===== src/rtl/mem_port_arbiter.sv =====
// mem_port_arbiter: two-master arbiter in front of a single-cycle memory with
// separate read and write ports.
//   m0 : instruction-fetch master, read only
//   m1 : loader/debug master, read or write
// Grants are combinational from the requests and the registered arbiter
// state. Read data comes back exactly one cycle after the read grant and is
// steered to the master that issued the read.
//
// Build option:
//   MEM_ARB_FETCH_PRIO_EN  defined   -> m0 has fixed priority. m1 is protected
//                                       from starvation: after STARVE_LIM lost
//                                       contests in a row, m1 wins the next one.
//                          undefined -> round-robin between m0 and m1. No
//                                       starve counter is built and STARVE_LIM
//                                       is only range-checked.

module mem_port_arbiter #(
  parameter int unsigned ADDR_W     = 32,
  parameter int unsigned DATA_W     = 32,
  parameter int unsigned STARVE_LIM = 4
) (
  input  logic              clk,
  input  logic              rst,

  // Instruction-fetch master
  input  logic              m0_req_i,
  input  logic [ADDR_W-1:0] m0_addr_i,
  output logic              m0_gnt_o,
  output logic [DATA_W-1:0] m0_rdata_o,
  output logic              m0_rvalid_o,

  // Loader/debug master
  input  logic              m1_req_i,
  input  logic              m1_we_i,
  input  logic [ADDR_W-1:0] m1_addr_i,
  input  logic [DATA_W-1:0] m1_wdata_i,
  output logic              m1_gnt_o,
  output logic [DATA_W-1:0] m1_rdata_o,
  output logic              m1_rvalid_o,

  // Memory write port
  output logic              mem_w_en_o,
  output logic [ADDR_W-1:0] mem_w_addr_o,
  output logic [DATA_W-1:0] mem_w_data_o,

  // Memory read port
  output logic              mem_r_en_o,
  output logic [ADDR_W-1:0] mem_r_addr_o,
  input  logic [DATA_W-1:0] mem_r_data_i
);

  // Identifies which master last won, or which master owns the in-flight read.
  typedef enum logic {
    OWNER_M0 = 1'b0,
    OWNER_M1 = 1'b1
  } owner_t;

  // The starve counter is four bits wide, so the limit must fit in 1..15.
  if ((STARVE_LIM < 1) || (STARVE_LIM > 15)) begin : g_bad_starve_lim
    $error("mem_port_arbiter: STARVE_LIM must be in the range 1..15");
  end

  owner_t last_gnt;    // most recent winner; it loses the next contest in RR mode
  logic   tag_valid;   // a read was granted last cycle and its data returns now
  owner_t tag_owner;   // master that receives the returning read data
  logic   gnt0;
  logic   gnt1;
  logic   m1_read_gnt;
  logic   both_req;

  assign both_req    = m0_req_i & m1_req_i;
  assign m1_read_gnt = gnt1 & ~m1_we_i;

`ifdef MEM_ARB_FETCH_PRIO_EN
  localparam logic [3:0] LIM = 4'(STARVE_LIM);

  logic [3:0] starve_cnt;
  logic       starve_hit;

  // Once m1 has lost LIM contests in a row, it wins the next one.
  assign starve_hit = (starve_cnt >= LIM);

  // Count the cycles m1 waits. Clear the count when m1 is served or stops
  // asking, and hold it at the limit.
  always_ff @(posedge clk) begin
    if (rst) begin
      starve_cnt <= '0;
    end else if (!m1_req_i || gnt1) begin
      starve_cnt <= '0;
    end else if (starve_cnt < LIM) begin
      starve_cnt <= starve_cnt + 4'd1;
    end
  end
`endif

  // Pick the winner for this cycle. A lone requester wins at once. Contention
  // is settled by the build option. Reset suppresses every grant.
  always_comb begin
    gnt0 = 1'b0;
    gnt1 = 1'b0;
    if (!rst) begin
      if (both_req) begin
`ifdef MEM_ARB_FETCH_PRIO_EN
        if (starve_hit) begin
          gnt1 = 1'b1;
        end else begin
          gnt0 = 1'b1;
        end
`else
        if (last_gnt == OWNER_M0) begin
          gnt1 = 1'b1;
        end else begin
          gnt0 = 1'b1;
        end
`endif
      end else begin
        gnt0 = m0_req_i;
        gnt1 = m1_req_i;
      end
    end
  end

  assign m0_gnt_o = gnt0;
  assign m1_gnt_o = gnt1;

  // Route the winning request onto the memory ports in the same cycle.
  // Idle ports are held at zero so unused buses do not toggle.
  always_comb begin
    mem_w_en_o   = 1'b0;
    mem_w_addr_o = '0;
    mem_w_data_o = '0;
    mem_r_en_o   = 1'b0;
    mem_r_addr_o = '0;
    if (gnt0) begin
      mem_r_en_o   = 1'b1;
      mem_r_addr_o = m0_addr_i;
    end else if (gnt1) begin
      if (m1_we_i) begin
        mem_w_en_o   = 1'b1;
        mem_w_addr_o = m1_addr_i;
        mem_w_data_o = m1_wdata_i;
      end else begin
        mem_r_en_o   = 1'b1;
        mem_r_addr_o = m1_addr_i;
      end
    end
  end

  // Record the winner of each grant. After reset, m1 counts as the last
  // winner so the first contest goes to m0.
  always_ff @(posedge clk) begin
    if (rst) begin
      last_gnt <= OWNER_M1;
    end else if (gnt0) begin
      last_gnt <= OWNER_M0;
    end else if (gnt1) begin
      last_gnt <= OWNER_M1;
    end
  end

  // Tag the read that returns next cycle with its owner. Writes leave no tag.
  // Reset drops any read still in flight.
  always_ff @(posedge clk) begin
    if (rst) begin
      tag_valid <= 1'b0;
      tag_owner <= OWNER_M0;
    end else begin
      tag_valid <= gnt0 | m1_read_gnt;
      tag_owner <= gnt1 ? OWNER_M1 : OWNER_M0;
    end
  end

  // Send the returning read data only to its owner. The other master sees
  // zeros, and nothing is returned while reset is asserted.
  always_comb begin
    m0_rvalid_o = 1'b0;
    m1_rvalid_o = 1'b0;
    m0_rdata_o  = '0;
    m1_rdata_o  = '0;
    if (!rst && tag_valid) begin
      if (tag_owner == OWNER_M0) begin
        m0_rvalid_o = 1'b1;
        m0_rdata_o  = mem_r_data_i;
      end else begin
        m1_rvalid_o = 1'b1;
        m1_rdata_o  = mem_r_data_i;
      end
    end
  end

endmodule


===== config.mk =====
export PLATFORM = sky130hd
export DESIGN_NAME = mem_port_arbiter
export DESIGN_NICKNAME = d
export VERILOG_FILES = /design/src/rtl/mem_port_arbiter.sv
export SDC_FILE = /design/constraint.sdc
export NUM_CORES = 1
export LEC_CHECK = 0
export CAP_MARGIN = 20
export CORE_AREA = 3 3 115 117
export DETAILED_ROUTE_END_ITERATION = 10
export DIE_AREA = 0 0 118 120
export PLACE_DENSITY = 0.64
export SLEW_MARGIN = 40
export SYNTH_ARGS = -nofsm -noshare
export SYNTH_HDL_FRONTEND = slang
export SYNTH_SLANG_ARGS = --single-unit

===== constraint.sdc =====
create_clock -name clk -period 1.73 [get_ports clk]
set_input_delay 0.346 -clock clk [delete_from_list [all_inputs] [get_ports clk]]
set_output_delay 0.346 -clock clk [all_outputs]
set_load 0.03 [all_outputs]

==> results of run 1 <==
[worst max-delay path: stages, from the launching register on]
cell	delay (ns)
dfxtp_2	0.31
and2_4	0.17
nor3b_4	0.22
buf_12	0.15
buf_12	0.13
clkbuf_16	0.16
and2_4	0.14
buf_6	0.12
[repair_timing]
action                     in CTS  in global routing
buffers inserted               12                  2
gates resized for setup       183                 24
cloned                         10                  1
hold buffers                    0                  0
setup endpoints to repair     166                117
pin swaps                      54                 21
[through the flow]
step | instance area (um^2) | total power, mW
after detailed placement | 4300 | 1.02
final | 5380 | 1.59
after floorplan | 1370 | 0.463
after global placement | 4300 | 1.02
after CTS | 5360 | 1.60
after global routing | 5380 | 1.67
[cell usage after synthesis (all sizes together)]
library cell / number / area share
o21bai: 1 / 0.0055
nor3b: 3 / 0.032
and3b: 1 / 0.0065
and2: 129 / 0.59
or2: 2 / 0.0092
nor2b: 1 / 0.0046
nand2b: 1 / 0.010
buf: 13 / 0.050
dfxtp: 3 / 0.044
clkbuf: 6 / 0.017
nor2: 3 / 0.0083
nor3: 1 / 0.012
a22o: 32 / 0.21
[cells by family (layout without fill, tap and decap cells)]
kind of cell / after synthesis / count (layout) / synth area share
AND/OR/NAND/NOR: 141 / 141 / 0.677
AO/OA/AOI/OAI: 33 / 33 / 0.212
buffers and inverters: 19 / 334 / 0.0664
flip-flops: 3 / 3 / 0.0442
[area by class of cell]
cell class	count	area share
clock buffers	4	0.0147
multi-input cells	174	0.267
well taps	172	0.0400
flip-flops and latches	3	0.0116
repair buffers	330	0.667
[flip-flops by register name, indices dropped and copies added (netlist names)]
| register | count |
|---|---|
| last_gnt | 1 |
| tag_valid | 1 |
| tag_owner | 1 |
[placed cells by master, fill, tap and decap left out, drive strengths merged, types with 2 or more instances in the layout]
master         netlist  routed
a22o                32      32
and2               129     129
buf                 13     198
clkbuf               6       6
clkdlybuf4s50        0     128
dfxtp                3       3
nor2                 3       3
nor3b                3       3
or2                  2       2
[final timing paths]
kind | from | end | slack, ns
worst min-delay path | rst | last_gnt$_SDFFE_PP1P_ | 0.45
worst max register to register | last_gnt$_SDFFE_PP1P_ | tag_valid$_SDFF_PP0_ | 0.44
worst max-delay path | last_gnt$_SDFFE_PP1P_ | mem_w_addr_o[26] | -0.24
worst min register to register | last_gnt$_SDFFE_PP1P_ | last_gnt$_SDFFE_PP1P_ | 0.52
[layer usage]
| layer | vias to the layer above | GRT usage | share of wire |
|---|---|---|---|
| met3 | 12 | 0.0547 | 0.091 |
| li1 | 1278 | - | - |
| met2 | 184 | 0.313 | 0.56 |
| met5 | - | 0 | 0 |
| met4 | 0 | 0.0440 | 0.018 |
| met1 | 1227 | 0.150 | 0.33 |
[where the power goes]
part / leakage [nW] / internal (mW) / switching [mW]
Combinational: 2.44 / 0.654 / 0.491
Sequential: 0.0250 / 0.0752 / 0.00335
Clock: 0.0382 / 0.304 / 0.0649
Total: 2.50 / 1.03 / 0.559
==> flow_summary.json, run 1 <==
{
  "vias": 2701,
  "crit_path_start_kind": "flop",
  "dr.pass1.iters": 4,
  "power_density_nw_per_um2": 296,
  "hold_depth": 3,
  "layout_setup_ws_ns": -0.245,
  "fmax_mhz": 506,
  "critPathRequiredTime_ns": 1.38,
  "outcome": "complete, but fails checks",
  "arrival_ns": 1.63,
  "tritoncts": "yes",
  "finalHoldViolations": 0,
  "gr-total-overflow": 0,
  "syn_inst": 196,
  "num-fill-cells": 1198,
  "drc": 0,
  "wirelength_um": 11800,
  "grt_max_degree": 34,
  "syn_area_per_cell_um2": 6.93,
  "clkTransAtPathRegs_ns": 0.03,
  "clockBufferDepth": 2,
  "p_leak_nw": 2.50,
  "critPathMaxFanout": 8,
  "min_period_ns": 1.97,
  "rows": 41,
  "dpl.hpwl_um": 7930,
  "clock_sinks": 3,
  "setup_tns_ns": -19.94,
  "synth_warnings": 0,
  "initial_utilization": 0.109,
  "insertion_delay_ns": 0.22,
  "hold_ws_ns": 0.445,
  "rsz0062_at_grt": "true",
  "place_ws_ns": -0.479,
  "syn_area_um2": 1360,
  "drt_iter0_drc": 48,
  "cts_buffers": 3,
  "maxCapViolations": 0,
  "die_h_um": 120,
  "die_area_um2": 14200,
  "rr_worst_depth": 6,
  "first_global_vias": 2973,
  "drive_gt1_frac": 0.569,
  "max-slew-margin-rel": 0.833,
  "fin_nets": 645,
  "setup_viol": 98,
  "seq_area_um2": 62.6,
  "finalWeightedCongestion": 0.778,
  "multi_input_area_um2": 1440,
  "io_pins": 299,
  "core_area_um2": 12500,
  "viasPerCell": 3.95,
  "cts-root-buf": "clkbuf_16",
  "portBuffers": 298,
  "ys_ff_latch": 3,
  "final_util": 0.432,
  "seq_area_frac_synth": 0.0442,
  "insertedDiodeCount": 0,
  "period_share": 1.14,
  "worst_slew_pin_slew_ns": 0.250,
  "h-tree-depth": 1,
  "crit_path_end_kind": "primary output",
  "synth_nets": 329,
  "ant_nets": 0,
  "layoutNonFillerInstCount": 683,
  "fin_skew_ns": 0.000350,
  "antenna_found_initial": 0,
  "violations": "negative setup slack",
  "drv_slew": 0,
  "crit_type": "reg2out",
  "placed_cells": 658,
  "ir_drop_uv": 226,
  "grt_util_all_layers": 0.157,
  "area.growth.synth_to_final_pct": 296,
  "worst_hold_path_type": "in2reg",
  "grt_pass1_wl_um": 17100,
  "die_w_um": 118,
  "wire_per_inst_um": 17.3,
  "synth_cell_types": 15
}
No activity file was read; power rests on OpenSTA's default activity.
==> inputs of run 2 (changes only) <==
--- a/config.mk
+++ b/config.mk
@@ -5,11 +5,12 @@
 export SDC_FILE = /design/constraint.sdc
 export NUM_CORES = 1
 export LEC_CHECK = 0
-export CAP_MARGIN = 20
-export CORE_AREA = 3 3 115 117
+export CAP_MARGIN = 25
+export CORE_AREA = 3 3 114 116
 export DETAILED_ROUTE_END_ITERATION = 10
-export DIE_AREA = 0 0 118 120
-export PLACE_DENSITY = 0.64
+export DIE_AREA = 0 0 117 119
+export PLACE_DENSITY = 0.67
+export REMOVE_ABC_BUFFERS = 1
 export SLEW_MARGIN = 40
 export SYNTH_ARGS = -nofsm -noshare
 export SYNTH_HDL_FRONTEND = slang
==> constraint.sdc (replaced) <==
create_clock -name clk -period 1.7 [get_ports clk]
set_input_delay 0.34 -clock clk [delete_from_list [all_inputs] [get_ports clk]]
set_output_delay 0.34 -clock clk [all_outputs]
set_load 0.03 [all_outputs]
==> run 2 against run 1 <==
- the run still ends with negative setup slack left
- cell count down 1.2%
- critical path depth unchanged
- largest power group unchanged
- global-route usage grew 0.84 points
- clock power barely moved
- cell area grew 9.5%
- core utilization is 5.9 points higher
- via count increased by 4.0%
- setup slack improved by 0.0078 ns
- sequential share of layout area fell by 0.10 points
==> flow_summary.json, run 2 (synthesis gave the netlist of run 1 again) <==
{
  "outcome": "complete, but fails checks",
  "violations": "negative setup slack",
  "fin_skew_ns": 0.000750,
  "wirelength_um": 12900,
  "swShare": 0.345,
  "clkTransAtPathRegs_ns": 0.03,
  "worst_hold_path_type": "in2reg",
  "path_delay_family": "simple AND/OR/NAND/NOR gates",
  "insertion_delay_ns": 0.22,
  "reg_top3": "last_gnt x1, tag_owner x1, tag_valid x1",
  "final_util": 0.490,
  "period_share": 1.14,
  "switching_power_mw": 0.599,
  "path_cells": "and2_4 -> nor3b_4 -> buf_6 -> buf_12 -> buf_16 -> and2_4 -> buf_12",
  "rows": 40,
  "drt_iter0_drc": 49,
  "die_w_um": 117,
  "ir_drop_uv": 173,
  "grt_pass1_wl_um": 17500,
  "cts-root-buf": "clkbuf_16",
  "worst_slew_pin_slew_ns": 0.301,
  "drv_slew": 0,
  "wire_per_inst_um": 19.1,
  "power_frac_comb": 0.740,
  "crit_path_end_kind": "primary output",
  "max-slew-margin-rel": 0.799,
  "cts_buffers": 3,
  "power_density_nw_per_um2": 295,
  "die_area_um2": 13900,
  "die_h_um": 119,
  "area.growth.synth_to_final_pct": 334,
  "viasPerCell": 4.16,
  "core_area_um2": 12000,
  "finalWeightedCongestion": 0.733,
  "fin_nets": 662,
  "clockBufferDepth": 2,
  "drc": 0,
  "p_leak_nw": 2.70,
  "maxCapViolations": 0,
  "layout_commonest_cell": "clkdlybuf4s50_1",
  "crit_type": "reg2out",
  "first_global_vias": 3108,
  "crit_path_start_kind": "flop",
  "tritoncts": "yes",
  "dr.pass1.iters": 4,
  "layout_setup_ws_ns": -0.237,
  "layoutNonFillerInstCount": 675,
  "min_period_ns": 1.94,
  "crit_slowest_cell": "dfxtp_2",
  "grt_util_all_layers": 0.165,
  "critPathRequiredTime_ns": 1.36,
  "critPathMaxFanout": 8,
  "ant_nets": 0,
  "gr-total-overflow": 0,
  "crit_buf_inv": 4,
  "insertedDiodeCount": 0,
  "io_pins": 299,
  "p_int_mw": 1.14,
  "grt_max_degree": 34,
  "clock_power_share": 0.214,
  "dpl.hpwl_um": 9220,
  "antenna_found_initial": 0,
  "vias": 2809,
  "seqPwrFrac": 0.046,
  "portBuffers": 298,
  "finalHoldViolations": 0,
  "placed_cells": 637,
  "initial_utilization": 0.113,
  "h-tree-depth": 1,
  "clock_sinks": 3,
  "rsz0062_at_grt": "true",
  "cts_hold_buf": 0,
  "drive_gt1_frac": 0.612,
  "worst-r2r-setup-slack_ns": 0.27,
  "final_cell_mix": "128 x clkdlybuf4s50_1, 111 x buf_6, 91 x and2_4",
  "arrival_ns": 1.60,
  "fmax_mhz": 516,
  "setup_viol": 123,
  "cpPeakStageDelay_ns": 0.31
}
## run 2: area by class of cell
cell class / instances / area, um^2
fillers: 1093 / 6120
repair buffers: 347 / 4100
multi-input cells: 174 / 1470
well taps: 147 / 184
clock buffers: 4 / 78.8
flip-flops and latches: 3 / 62.6
## run 2: worst min-delay path, delay by kind of cell
family / cells / cell delay, ns
buffers and inverters: 1 / 0.10
AO/OA/AOI/OAI: 1 / 0.12
AND/OR/NAND/NOR: 1 / 0.04
## run 2: power groups by stage
stage          sequential (mW)  combinational, mW  clock [mW]
2_1_floorplan           0.0787              0.377           0
3_5_place_dp            0.0793               1.03           0
4_1_cts                 0.0792               1.21       0.377
3_3_place_gp            0.0791               1.02           0
6_report                0.0795               1.28       0.372
5_1_grt                 0.0804               1.34       0.386
## run 2: stage by stage
step	power (mW)	hold slack (ns)	TNS, ns	setup slack [ns]	area, um^2
after floorplan	0.456	0.447	-112.07	-1.24	1270
after global placement	1.10	0.503	-65.90	-0.516	4660
after detailed placement	1.11	0.526	-70.25	-0.554	4660
after CTS	1.67	0.426	-20.48	-0.261	5540
after global routing	1.81	0.438	-25.25	-0.292	5890
final	1.74	0.415	-18.36	-0.237	5890
## run 2: timing repair
| item | CTS | global route |
|---|---|---|
| cloned | 9 | 6 |
| endpoints found under the setup margin | 166 | 151 |
| resized for setup | 160 | 90 |
| buffers inserted | 16 | 8 |
| pin swaps | 29 | 37 |
## run 2: routing by layer
metal	up-vias	track usage	wire [um]
li1	1319	-	-
met1	1293	0.159	4330
met2	189	0.342	7290
met3	8	0.0391	1150
met4	0	0.0301	123
met5	-	0	0
## run 2: path summary, 6_finish.rpt
kind,startpoint,to,cells after the start
max,last_gnt$_SDFFE_PP1P_,mem_w_addr_o[7],7
min,m1_req_i,last_gnt$_SDFFE_PP1P_,3
max reg2reg,last_gnt$_SDFFE_PP1P_,tag_valid$_SDFF_PP0_,7
min reg2reg,last_gnt$_SDFFE_PP1P_,last_gnt$_SDFFE_PP1P_,3
